===== config.mk =====
export PLATFORM = sky130hd
export DESIGN_NAME = life_matrix_driver
export DESIGN_NICKNAME = d
export VERILOG_FILES = /design/src/rtl/life_matrix_driver.sv
export SDC_FILE = /design/constraint.sdc
export NUM_CORES = 1
export LEC_CHECK = 0
export BUFFER_PORTS_ARGS = -buffer_cell sky130_fd_sc_hd__buf_2
export CAP_MARGIN = 20
export CORE_MARGIN = 3
export CORE_UTILIZATION = 43
export DETAILED_ROUTE_END_ITERATION = 10
export PLACE_DENSITY = 0.63
export RECOVER_POWER = 50
export SETUP_SLACK_MARGIN = 0.02
export SLEW_MARGIN = 20
export SYNTH_ARGS = -nofsm -noshare
export SYNTH_HDL_FRONTEND = slang
export SYNTH_SLANG_ARGS = --single-unit

===== constraint.sdc =====
create_clock -name clk -period 6.2 [get_ports clk]
set_input_delay 0.62 -clock clk [delete_from_list [all_inputs] [get_ports clk]]
set_output_delay 0.62 -clock clk [all_outputs]
set_load 0.05 [all_outputs]

===== src/rtl/life_matrix_driver.sv =====
// life_matrix_driver: double-buffers 8x8 Life generations and scans them row by row
// onto a row-multiplexed LED matrix, swapping generations only at frame boundaries.
module life_matrix_driver #(
    parameter int DWELL = 4,
    parameter int BLANK = 1
) (
    input  logic        clk,
    input  logic        reset,
    input  logic [63:0] grid,
    input  logic        grid_valid,
    input  logic        enable,
    output logic [7:0]  row_sel,
    output logic [7:0]  col_data,
    output logic        frame_done,
    output logic        busy
);
    localparam int MAXC = (DWELL > BLANK) ? DWELL : BLANK;
    localparam int CW = $clog2(MAXC + 1);
    typedef enum logic [1:0] {S_IDLE, S_LOAD, S_SHOW, S_BLANK} state_t;
    state_t          r_state;
    logic [63:0]     r_pend_buf;
    logic [63:0]     r_disp_buf;
    logic            r_pend_flag;
    logic [2:0]      r_row;
    logic [CW-1:0]   r_cnt;
    logic [7:0]      r_row_sel;
    logic [7:0]      r_col_data;
    logic            r_frame_done;
    logic            r_busy;
    logic [2:0]      w_row_nx;
    logic            w_cnt_zero;
    logic            w_row_end;
    logic [63:0]     w_load_src;
    assign w_row_nx   = r_row + 3'd1;
    assign w_cnt_zero = (r_cnt == '0);
    // With no blanking a row ends straight out of SHOW.
    assign w_row_end  = w_cnt_zero && (r_state == S_BLANK || (r_state == S_SHOW && BLANK == 0));
    assign w_load_src = r_pend_flag ? r_pend_buf : r_disp_buf;
    always_ff @(posedge clk or posedge reset) begin
        if (reset) begin
            r_state      <= S_IDLE;
            r_pend_buf   <= '0;
            r_disp_buf   <= '0;
            r_pend_flag  <= 1'b0;
            r_row        <= '0;
            r_cnt        <= '0;
            r_row_sel    <= '0;
            r_col_data   <= '0;
            r_frame_done <= 1'b0;
            r_busy       <= 1'b0;
        end else begin
            r_frame_done <= 1'b0;
            if (r_state == S_IDLE) begin
                if (enable) begin
                    r_state <= S_LOAD;
                    r_busy  <= 1'b1;
                end
            end else if (r_state == S_LOAD) begin
                r_disp_buf  <= w_load_src;
                r_pend_flag <= 1'b0;
                r_row       <= 3'd0;
                r_cnt       <= CW'(DWELL - 1);
                r_row_sel   <= 8'h01;
                r_col_data  <= w_load_src[7:0];
                r_state     <= S_SHOW;
            end else if (w_row_end && r_row != 3'd7) begin
                r_row      <= w_row_nx;
                r_cnt      <= CW'(DWELL - 1);
                r_row_sel  <= 8'h01 << w_row_nx;
                r_col_data <= r_disp_buf[{w_row_nx, 3'b000} +: 8];
                r_state    <= S_SHOW;
            end else if (w_row_end) begin
                r_frame_done <= 1'b1;
                r_row_sel    <= '0;
                r_col_data   <= '0;
                r_state      <= enable ? S_LOAD : S_IDLE;
                r_busy       <= enable;
            end else if (w_cnt_zero) begin
                r_row_sel  <= '0;
                r_col_data <= '0;
                r_cnt      <= CW'(BLANK - 1);
                r_state    <= S_BLANK;
            end else begin
                r_cnt <= r_cnt - CW'(1);
            end
            // Placed last so a strobe during LOAD re-arms the pending flag.
            if (grid_valid) begin
                r_pend_buf  <= grid;
                r_pend_flag <= 1'b1;
            end
        end
    end
    assign row_sel    = r_row_sel;
    assign col_data   = r_col_data;
    assign frame_done = r_frame_done;
    assign busy       = r_busy;
endmodule


==> results of run 1 <==
## through the flow
stage / instance area [um2] / hold WS, ns / total power [mW]
detailed placement: 7114 / 0.4855 / 2.697
global placement: 7114 / 0.4770 / 2.649
floorplan: 6546 / 0.4737 / 2.398
finish: 7686 / 0.4313 / 3.707
global route: 7686 / 0.4116 / 3.915
CTS: 7717 / 0.3687 / 3.754
## layout make-up
| cell class | count | area (um2) |
|---|---|---|
| Fill cell | 1240 | 7013 |
| Sequential cell | 155 | 3879 |
| Multi-Input combinational cell | 261 | 2517 |
| Timing Repair Buffer | 89 | 440.4 |
| Clock buffer | 18 | 439.2 |
| Tap cell | 184 | 230.2 |
| Clock inverter | 14 | 163.9 |
| Inverter | 4 | 16.27 |
## sequential cells by signal (all words and copies together), names as in the netlist
name	cells
busy	1
r_pend_buf	64
col_data	8
r_state	2
r_pend_flag	1
r_cnt	3
r_disp_buf	64
frame_done	1
r_row	3
row_sel	8
## routing by layer
layer,track usage,vias to the layer above,routed length [um]
li1,-,1796,-
met1,0.2315,1914,6124
met2,0.2573,94,6152
met3,0.04699,9,676
met4,0.05621,0,124
met5,0,-,0
## worst reg2reg max path: stages (launching register included)
cell,delay [ns]
dfrtp_1,0.45
nor4b_1,0.94
and2_1,0.64
o221ai_1,0.33
o21ai_1,0.20
## cells in the mapped netlist, drive strengths merged
| master | n | area [um2] |
|---|---|---|
| a22o | 3 | 26.28 |
| and2b | 1 | 7.510 |
| a32o | 4 | 40.04 |
| nor3 | 3 | 15.01 |
| mux2 | 168 | 1892 |
| o311ai | 1 | 8.760 |
| ha | 7 | 87.58 |
| o221ai | 6 | 52.55 |
| nand2 | 12 | 47.55 |
| and2 | 1 | 6.260 |
| nand3 | 1 | 5.000 |
| a221o | 3 | 30.03 |
| nor2b | 1 | 6.260 |
| nor2 | 12 | 45.04 |
| buf | 19 | 100.1 |
| clkbuf | 6 | 22.52 |
| inv | 4 | 15.01 |
| or2 | 1 | 6.260 |
| xnor2 | 1 | 8.760 |
| a22oi | 6 | 45.04 |
| a21o | 1 | 7.510 |
| nor4b | 1 | 23.77 |
| nand2b | 2 | 12.51 |
| o21ai | 7 | 35.03 |
| o311a | 1 | 10.01 |
| o211ai | 1 | 7.510 |
| a21oi | 4 | 20.02 |
| o22ai | 11 | 68.82 |
| dfrtp | 155 | 3879 |
| a31o | 1 | 8.760 |
| and3 | 1 | 6.260 |
## power by group
part / internal, mW / switching (mW)
sequential: 1.32 / 0.189
clock: 0.612 / 0.427
combinational: 0.538 / 0.626
## kinds of logic (layout without fill, tap and decap cells)
kind of cell / count (synthesis) / in the layout / synth area share
buffers and inverters: 29 / 125 / 0.02102
XOR/XNOR: 1 / 1 / 0.001338
flip-flops: 155 / 155 / 0.5925
AND/OR/NAND/NOR: 36 / 36 / 0.02771
AO/OA/AOI/OAI: 49 / 49 / 0.05505
multiplexers: 168 / 168 / 0.2890
adder cells (fa/ha/maj): 7 / 7 / 0.01338
## path summary, 6_finish.rpt
check	to	slack, ns	cells past startpoint
worst max-delay path	r_pend_buf[3]$_DFFE_PP0P_	2.83	3
min in group asynchronous	r_pend_buf[1]$_DFFE_PP0P_	1.25	2
worst min-delay path	r_pend_buf[24]$_DFFE_PP0P_	0.43	2
worst max register to register	col_data[6]$_DFFE_PP0P_	3.56	4
max in group asynchronous	r_disp_buf[47]$_DFFE_PP0P_	2.84	3
worst min register to register	row_sel[4]$_DFFE_PP0P_	0.50	1
==> flow_metrics.env, run 1 <==
export IMPL_status="finished, violations left"
export IMPL_violations="capacitance limit, slew limit"
export IMPL_hold_class="input pin to register"
export IMPL_dp_hpwl_um=8801
export IMPL_critPathCaptureType="register"
export IMPL_postCtsSetupBuffers=0
export IMPL_avgViaCountPerCell=5.259
export IMPL_mostFrequentLayoutCells="168 x mux2_2, 155 x dfrtp_1, 76 x buf_2"
export IMPL_die_area_um2=16740
export IMPL_pre_cts_ws_ns=3.818
export IMPL_routedWlPerCell_um=18.04
export IMPL_postRouteAntennaNets=0
export IMPL_clockRootBuffer="clkbuf_16"
export IMPL_final_nets=603
export IMPL_tns_ns=0
export IMPL_clk_path_buf_depth=2
export IMPL_path_clk_slew_ns=0.06
export IMPL_netlist_area_um2=6546
export IMPL_setup_viol=0
export IMPL_max_cap_violations=2
export IMPL_die_h_um=129.4
export IMPL_cts_sinks=155
export IMPL_seq_area_frac_synth=0.5925
export IMPL_worstHoldStart="grid[24]"
export IMPL_layout_min_cycle_time_ns=3.369
export IMPL_synth_warnings=0
export IMPL_fmaxAchievable_mhz=296.8
export IMPL_post_place_cells=693
export IMPL_ctsResizeCount=0
export IMPL_grt_max_degree=86
export IMPL_antenna_found_initial=0
export IMPL_antenna_cells=0
export IMPL_synth_cells=445
export IMPL_worst_ep_required_time_ns=6.49
export IMPL_slew_viol_final=152
export IMPL_synth_distinct_cells=34
export IMPL_drt_initial_drc_count=257
export IMPL_ir_drop_uv=230.4
export IMPL_cts_tree="yes"
export IMPL_drt_total_wl_um=13080
export IMPL_grt_pass1_wl_um=21440
export IMPL_grt_pass1_vias=3989
export IMPL_powerDensity_nw_per_um2=482.3
export IMPL_track_usage=0.1677
export IMPL_first_pass_iters=4
export IMPL_num_rows=44
export IMPL_cpLargestDelayFamily="buffers and inverters"
export IMPL_ys_ff_latch=155
export IMPL_maxSlewHeadroom=-1.439
export IMPL_clk_latency_ns=0.42
export IMPL_initial_core_util=0.4454
export IMPL_period_share=0.5434
export IMPL_coreArea_um2=14700
export IMPL_numCtsBuffers=17
export IMPL_worstPathBufferInverterCount=2
export IMPL_gr_total_overflow=0
export IMPL_pin_count=86
export IMPL_cp_arrival_ns=3.66
export IMPL_start_kind="input pin"
export IMPL_rr_startpoint="r_cnt[0]$_DFFE_PP0P_"
export IMPL_crit_fanout=65
export IMPL_postCtsHoldBufs=0
export IMPL_max_stage_delay_ns=2.42
export IMPL_clock_skew_ns=0.007295
export IMPL_via_count=3813
export IMPL_synth_area_per_cell_um2=14.71
export IMPL_slowest_stage="clkbuf_1"
export IMPL_htree_levels=4
export IMPL_placement_io_buffers=85
export IMPL_syn_nets=520
export IMPL_crit_start="grid_valid"
export IMPL_worst_pin_slew_ns=3.639
export IMPL_drcViolationCount=0
export IMPL_die_x_um=129.4
export IMPL_final_common_cell="mux2_2"
export IMPL_path_cells="buf_2 -> clkbuf_1 -> mux2_2"
export IMPL_layout_drive_gt1_share=0.5250
export IMPL_gp_congestion=0.7670
export IMPL_setup_ws_ns=2.831
export IMPL_leakagePower_nw=3.497
export IMPL_area_delta_synth_final_pct=17.41
export IMPL_critical_path_class="input pin to register"
export IMPL_grt_setup_unrepaired="false"
export IMPL_fin_cells=725
export IMPL_hold_violations=0
export IMPL_finish_utilization=0.5229
Note: power is estimated with default switching activity, not from simulation.
==> inputs of run 2 (changes only) <==
ABC_AREA = 1   (was default)
clock period = 3.3 ns   (was 6.2 ns; I/O delays follow)
==> run 2 against run 1 <==
Net effect:
- the run still ends with capacitance limit, slew limit left
- global-route usage grew 1.2 points
- critical endpoint is now r_pend_buf[11]$_DFFE_PP0P_
- sequential share of layout area shrank 1.5 points
- largest power group unchanged
- synthesized cell count grew 81%
- via count grew 35%
- hold slack lost 0.33 ns
- first-iteration DRC count grew 21%
- count of clock-buffer cells in the layout grew 1
- die area grew 4.5%
- setup slack lost 1.8 ns
- wire length grew 16%
- clock power grew 88%
- power grew 85%
==> flow_metrics.env, run 2 <==
export IMPL_status="finished, violations left"
export IMPL_violations="capacitance limit, slew limit"
export IMPL_netlist_area_um2=6855
export IMPL_hold_violations=0
export IMPL_clock_skew_ns=0.01266
export IMPL_routedWlPerCell_um=13.79
export IMPL_ctsResizeCount=0
export IMPL_drt_total_wl_um=15110
export IMPL_clk_latency_ns=0.43
export IMPL_layout_min_cycle_time_ns=2.270
export IMPL_fin_cells=1096
export IMPL_slew_viol_final=85
export IMPL_worstPathBufferInverterCount=3
export IMPL_gr_total_overflow=0
export IMPL_synth_area_per_cell_um2=8.527
export IMPL_antenna_cells=0
export IMPL_ys_flop_type="dfrtp_1"
export IMPL_setup_viol=0
export IMPL_clockRootBuffer="clkbuf_16"
export IMPL_critPathCaptureType="asynchronous set/reset pin"
export IMPL_drt_initial_drc_count=312
export IMPL_layout_drive_gt1_share=0.1627
export IMPL_coreArea_um2=15430
export IMPL_final_common_cell="nand2_1"
export IMPL_pre_cts_ws_ns=1.042
export IMPL_htree_levels=4
export IMPL_post_place_cells=1065
export IMPL_postCtsHoldBufs=0
export IMPL_antenna_found_initial=0
export IMPL_grt_max_degree=113
export IMPL_reg_largest_list="r_disp_buf x64, r_pend_buf x64"
export IMPL_ys_ff_latch=155
export IMPL_max_stage_delay_ns=1.13
export IMPL_synth_edff_count=0
export IMPL_numCtsBuffers=17
export IMPL_placed_area_um2=7350
export IMPL_worstHoldStart="grid[0]"
export IMPL_path_cells="buf_2 -> clkinvlp_2 -> clkbuf_2"
export IMPL_gp_congestion=0.9304
export IMPL_synth_top_cell_area_share=0.5658
export IMPL_slowest_stage="clkbuf_2"
export IMPL_ir_drop_uv=478.6
export IMPL_setup_ws_ns=1.030
export IMPL_critical_path_class="input pin to asynchronous set/reset pin"
export IMPL_start_kind="input pin"
export IMPL_mostFrequentLayoutCells="260 x nand2_1, 155 x dfrtp_1, 103 x inv_1"
export IMPL_leakagePower_nw=4.135
export IMPL_grt_pass1_wl_um=25010
export IMPL_syn_nets=879
export IMPL_fmaxAchievable_mhz=440.5
export IMPL_powerDensity_nw_per_um2=864.3
export IMPL_grt_pass1_vias=4937
export IMPL_seq_area_frac_synth=0.5658
export IMPL_pin_count=86
export IMPL_track_usage=0.1800
export IMPL_synthMostInstantiatedCell="nand2_1"
export IMPL_synth_cells=804
export IMPL_hold_class="input pin to register"
export IMPL_synth_commonest_cells="260 x nand2_1, 155 x dfrtp_1, 104 x inv_1"
export IMPL_maxSlewHeadroom=-0.1540
export IMPL_crit_start="reset"
export IMPL_die_h_um=132.3
export IMPL_rr_startpoint="r_row[0]$_DFFE_PP0P_"
export IMPL_reg2reg_slack_ns=1.04
export IMPL_cp_arrival_ns=2.59
export IMPL_postRouteAntennaNets=0
export IMPL_worst_ep_required_time_ns=3.62
export IMPL_tns_ns=0
export IMPL_synthTopCellsByArea="dfrtp_1 57%, nand2_1 14%, o21ai_0 7.1%, inv_1 5.7%, nand3_1 4.7%"
export IMPL_synth_warnings=0
export IMPL_die_x_um=132.3
export IMPL_postCtsSetupBuffers=0
export IMPL_via_count=5138
export IMPL_async_flop_share=1.000
export IMPL_avgViaCountPerCell=4.688
export IMPL_first_pass_iters=5
export IMPL_dp_hpwl_um=10440
export IMPL_cts_tree="yes"
export IMPL_worst_pin_slew_ns=1.722
export IMPL_design_area_um2=7916
export IMPL_max_cap_violations=2
export IMPL_yosys_area_top_type="dfrtp_1"
export IMPL_cts_sinks=155
export IMPL_grt_setup_unrepaired="false"
export IMPL_die_area_um2=17490
export IMPL_placement_io_buffers=85
export IMPL_cpLargestDelayFamily="buffers and inverters"
export IMPL_final_nets=948
export IMPL_clk_path_buf_depth=2
export IMPL_period_share=0.6879
export IMPL_crit_fanout=53
export IMPL_synth_distinct_cells=26
export IMPL_drcViolationCount=0
export IMPL_area_delta_synth_final_pct=15.48
export IMPL_num_rows=45
export IMPL_path_clk_slew_ns=0.06
export IMPL_initial_core_util=0.4444
[run 2: cell count changes in the layout (fill, tap and decap cells not counted), sizes merged, moves of 7 or more]
cell,change
o22ai,-10
o21ai,+133
nand2,+253
mux2,-168
nor2,-7
inv,+104
buf,+9
nand3,+64
[run 2: area by class of cell]
type	instances	area [um2]
timing repair buffer	91	475.5
tap	211	264.0
sequential	155	3879
inverter	113	425.4
clock inverter	12	150.1
clock buffer	19	432.9
multi-input combinational	495	2290
fill	1492	7511
[run 2: cells by family after synthesis]
logic type | after synthesis | synth area share
simple gates | 338 | 0.2044
flops | 155 | 0.5658
buf+inv | 154 | 0.1022
compound gates | 150 | 0.1148
fa+ha+maj | 7 | 0.01278
[run 2: worst paths after layout]
path                                                   end  cells past startpoint
worst max-delay path            r_pend_buf[11]$_DFFE_PP0P_                      3
worst min-delay path             r_pend_buf[0]$_DFFE_PP0P_                      3
worst max register to register     col_data[2]$_DFFE_PP0P_                      8
worst min register to register            busy$_DFFE_PP0P_                      2
max in group clk                   col_data[2]$_DFFE_PP0P_                      8
min in group asynchronous       r_pend_buf[43]$_DFFE_PP0P_                      2
[run 2: per-stage QoR]
stage,util,hold WS (ns),total power [mW]
CTS,0.5142,0.09382,6.905
floorplan,-,0.4366,4.407
finish,0.5131,0.1042,6.842
detailed placement,0.4764,0.4562,4.932
global route,0.5131,0.09903,7.336
global placement,0.4764,0.4525,4.905
[run 2: metal layers]
| metal | routed length, um | vias to the layer above | GRT usage |
|---|---|---|---|
| li1 | - | 2660 | - |
| met1 | 7299 | 2350 | 0.2554 |
| met2 | 6809 | 112 | 0.2674 |
| met3 | 681 | 16 | 0.04733 |
| met4 | 321 | 0 | 0.06697 |
| met5 | 0 | - | 0 |
[run 2: report_power, final]
| group | switching, mW | leakage (nW) | internal, mW |
|---|---|---|---|
| registers | 0.268 | 1.91 | 2.36 |
| logic | 1.56 | 1.95 | 0.698 |
| clock network | 0.766 | 0.279 | 1.18 |
[run 2: tightest hold or removal path, cell delays in order]
cell and delay, ns:
buf_2 0.07, nand2_1 0.04, nand2_1 0.05
==> inputs of run 3 (changes only) <==
PLACE_DENSITY = 0.65   (was 0.63)
clock period = 1.9 ns   (was 3.3 ns; I/O delays follow)
==> run 3 against run 2 <==
Net effect:
- the run now ends clean
- setup slack got worse by 0.76 ns
- clock power up 68%
- sequential power rose by 73%
- via count rose by 6.0%
- clock skew fell by 0.0059 ns
- combinational power rose by 81%
- critical path type is now register to register
- largest cell class unchanged
==> flow_metrics.env, run 3 (synthesis results as in run 2) <==
export IMPL_status="finished clean"
export IMPL_critical_path_class="register to register"
export IMPL_clk_path_buf_depth=2
export IMPL_via_count=5444
export IMPL_worst_ep_required_time_ns=2.18
export IMPL_drt_initial_drc_count=403
export IMPL_critPathCaptureType="register"
export IMPL_first_pass_iters=6
export IMPL_reg_largest_list="r_disp_buf x64, r_pend_buf x64"
export IMPL_hold_slack_ns=0.01420
export IMPL_postCtsSetupBuffers=0
export IMPL_die_x_um=132.3
export IMPL_worstPathBufferInverterCount=2
export IMPL_ctsResizeCount=0
export IMPL_clk_latency_ns=0.42
export IMPL_finish_utilization=0.5565
export IMPL_final_fill_count=1430
export IMPL_routedWlPerCell_um=13.22
export IMPL_hold_violations=0
export IMPL_setup_ws_ns=0.2738
export IMPL_htree_levels=4
export IMPL_final_common_cell="nand2_1"
export IMPL_antenna_cells=0
export IMPL_pin_count=86
export IMPL_num_rows=45
export IMPL_die_area_um2=17490
export IMPL_slowest_stage="dfrtp_1"
export IMPL_wl_met3_um=541
export IMPL_max_cap_violations=0
export IMPL_cpLargestDelayFamily="flip-flops"
export IMPL_crit_fanout=10
export IMPL_layout_min_cycle_time_ns=1.626
export IMPL_cts_sinks=155
export IMPL_postCtsHoldBufs=63
export IMPL_gp_congestion=0.8230
export IMPL_placement_io_buffers=85
export IMPL_gr_total_overflow=0
export IMPL_final_nets=1018
export IMPL_grt_pass1_wl_um=26870
export IMPL_pre_cts_ws_ns=0.2821
export IMPL_worst_pin_slew_ns=1.121
export IMPL_dp_hpwl_um=10190
export IMPL_setup_viol=0
export IMPL_post_place_cells=1072
export IMPL_fmaxAchievable_mhz=614.9
export IMPL_top_layer_used="met4"
export IMPL_grt_pass1_vias=5481
export IMPL_max_stage_delay_ns=0.40
export IMPL_total_power_mw=11.92
export IMPL_tns_ns=0
export IMPL_hold_class="input pin to register"
export IMPL_grt_max_degree=85
export IMPL_drt_total_wl_um=15390
export IMPL_design_area_um2=8586
export IMPL_path_cells="ha_1 -> ha_1 -> inv_1 -> nand3_4 -> clkinv_1 -> nand3_1 -> nand3_1"
export IMPL_path_clk_slew_ns=0.06
export IMPL_maxSlewHeadroom=0.2524
export IMPL_initial_core_util=0.4444
export IMPL_powerDensity_nw_per_um2=1388
export IMPL_avgViaCountPerCell=4.677
export IMPL_die_h_um=132.3
export IMPL_coreArea_um2=15430
export IMPL_drcViolationCount=0
export IMPL_period_share=0.8559
export IMPL_ir_drop_uv=733.3
export IMPL_clock_skew_ns=0.006737
export IMPL_numCtsBuffers=17
export IMPL_cp_arrival_ns=1.91
export IMPL_slew_viol_final=0
export IMPL_placed_area_um2=7427
export IMPL_cts_tree="yes"
export IMPL_layout_drive_gt1_share=0.1574
export IMPL_track_usage=0.1891
export IMPL_mostFrequentLayoutCells="260 x nand2_1, 155 x dfrtp_1, 103 x inv_1"
export IMPL_antenna_found_initial=0
export IMPL_clockRootBuffer="clkbuf_16"
export IMPL_start_kind="register"
export IMPL_postRouteAntennaNets=0
export IMPL_grt_setup_unrepaired="false"
export IMPL_fin_cells=1164
export IMPL_area_delta_synth_final_pct=25.24
export IMPL_drt_met1_wl_um=7306
export IMPL_wl_met2_um=7275
export IMPL_leakagePower_nw=4.435
## run 3: changes by cell type in the layout (fill, tap and decap cells not counted), sizes merged
cell | previous run | this run
clkinvlp | 4 | 3
buf | 88 | 92
dlygate4sd3 | 0 | 63
bufinv | 3 | 2
clkbuf | 22 | 27
clkinv | 8 | 6
## run 3: tightest hold or removal path, cell delays in order
cell and delay [ns]:
buf_2 0.07, nand2_1 0.05, o21ai_0 0.07
## run 3: area by class of cell
| cell class | instances | area [um2] | share of cell area |
|---|---|---|---|
| sequential | 155 | 3879 | 0.4518 |
| multi-input combinational | 495 | 2281 | 0.2657 |
| timing repair buffer | 161 | 1171 | 0.1364 |
| clock buffer | 21 | 470.5 | 0.05479 |
| inverter | 113 | 425.4 | 0.04955 |
| tap | 211 | 264.0 | 0.03075 |
| clock inverter | 8 | 95.09 | 0.01108 |
## run 3: worst paths after layout
check	end	from	slack [ns]	depth (start not counted)
worst min register to register	busy$_DFFE_PP0P_	busy$_DFFE_PP0P_	0.46	2
worst max-delay path	col_data[4]$_DFFE_PP0P_	r_row[0]$_DFFE_PP0P_	0.27	7
min in group asynchronous	r_pend_buf[44]$_DFFE_PP0P_	reset	0.65	4
max in group asynchronous	r_pend_buf[10]$_DFFE_PP0P_	reset	0.46	4
worst min-delay path	r_pend_buf[60]$_DFFE_PP0P_	grid[60]	0.01	3
worst max register to register	col_data[4]$_DFFE_PP0P_	r_row[0]$_DFFE_PP0P_	0.27	7
## run 3: power breakdown
group | leakage, nW | switching [mW] | total (mW) | internal, mW
sequential | 1.91 | 0.457 | 4.56 | 4.11
clock | 0.276 | 1.26 | 3.27 | 2.00
combinational | 2.25 | 2.74 | 4.09 | 1.35
## run 3: layer usage
metal / vias up / track usage
li1: 2793 / -
met1: 2540 / 0.2627
met2: 98 / 0.2979
met3: 13 / 0.04160
met4: 0 / 0.06120
met5: - / 0
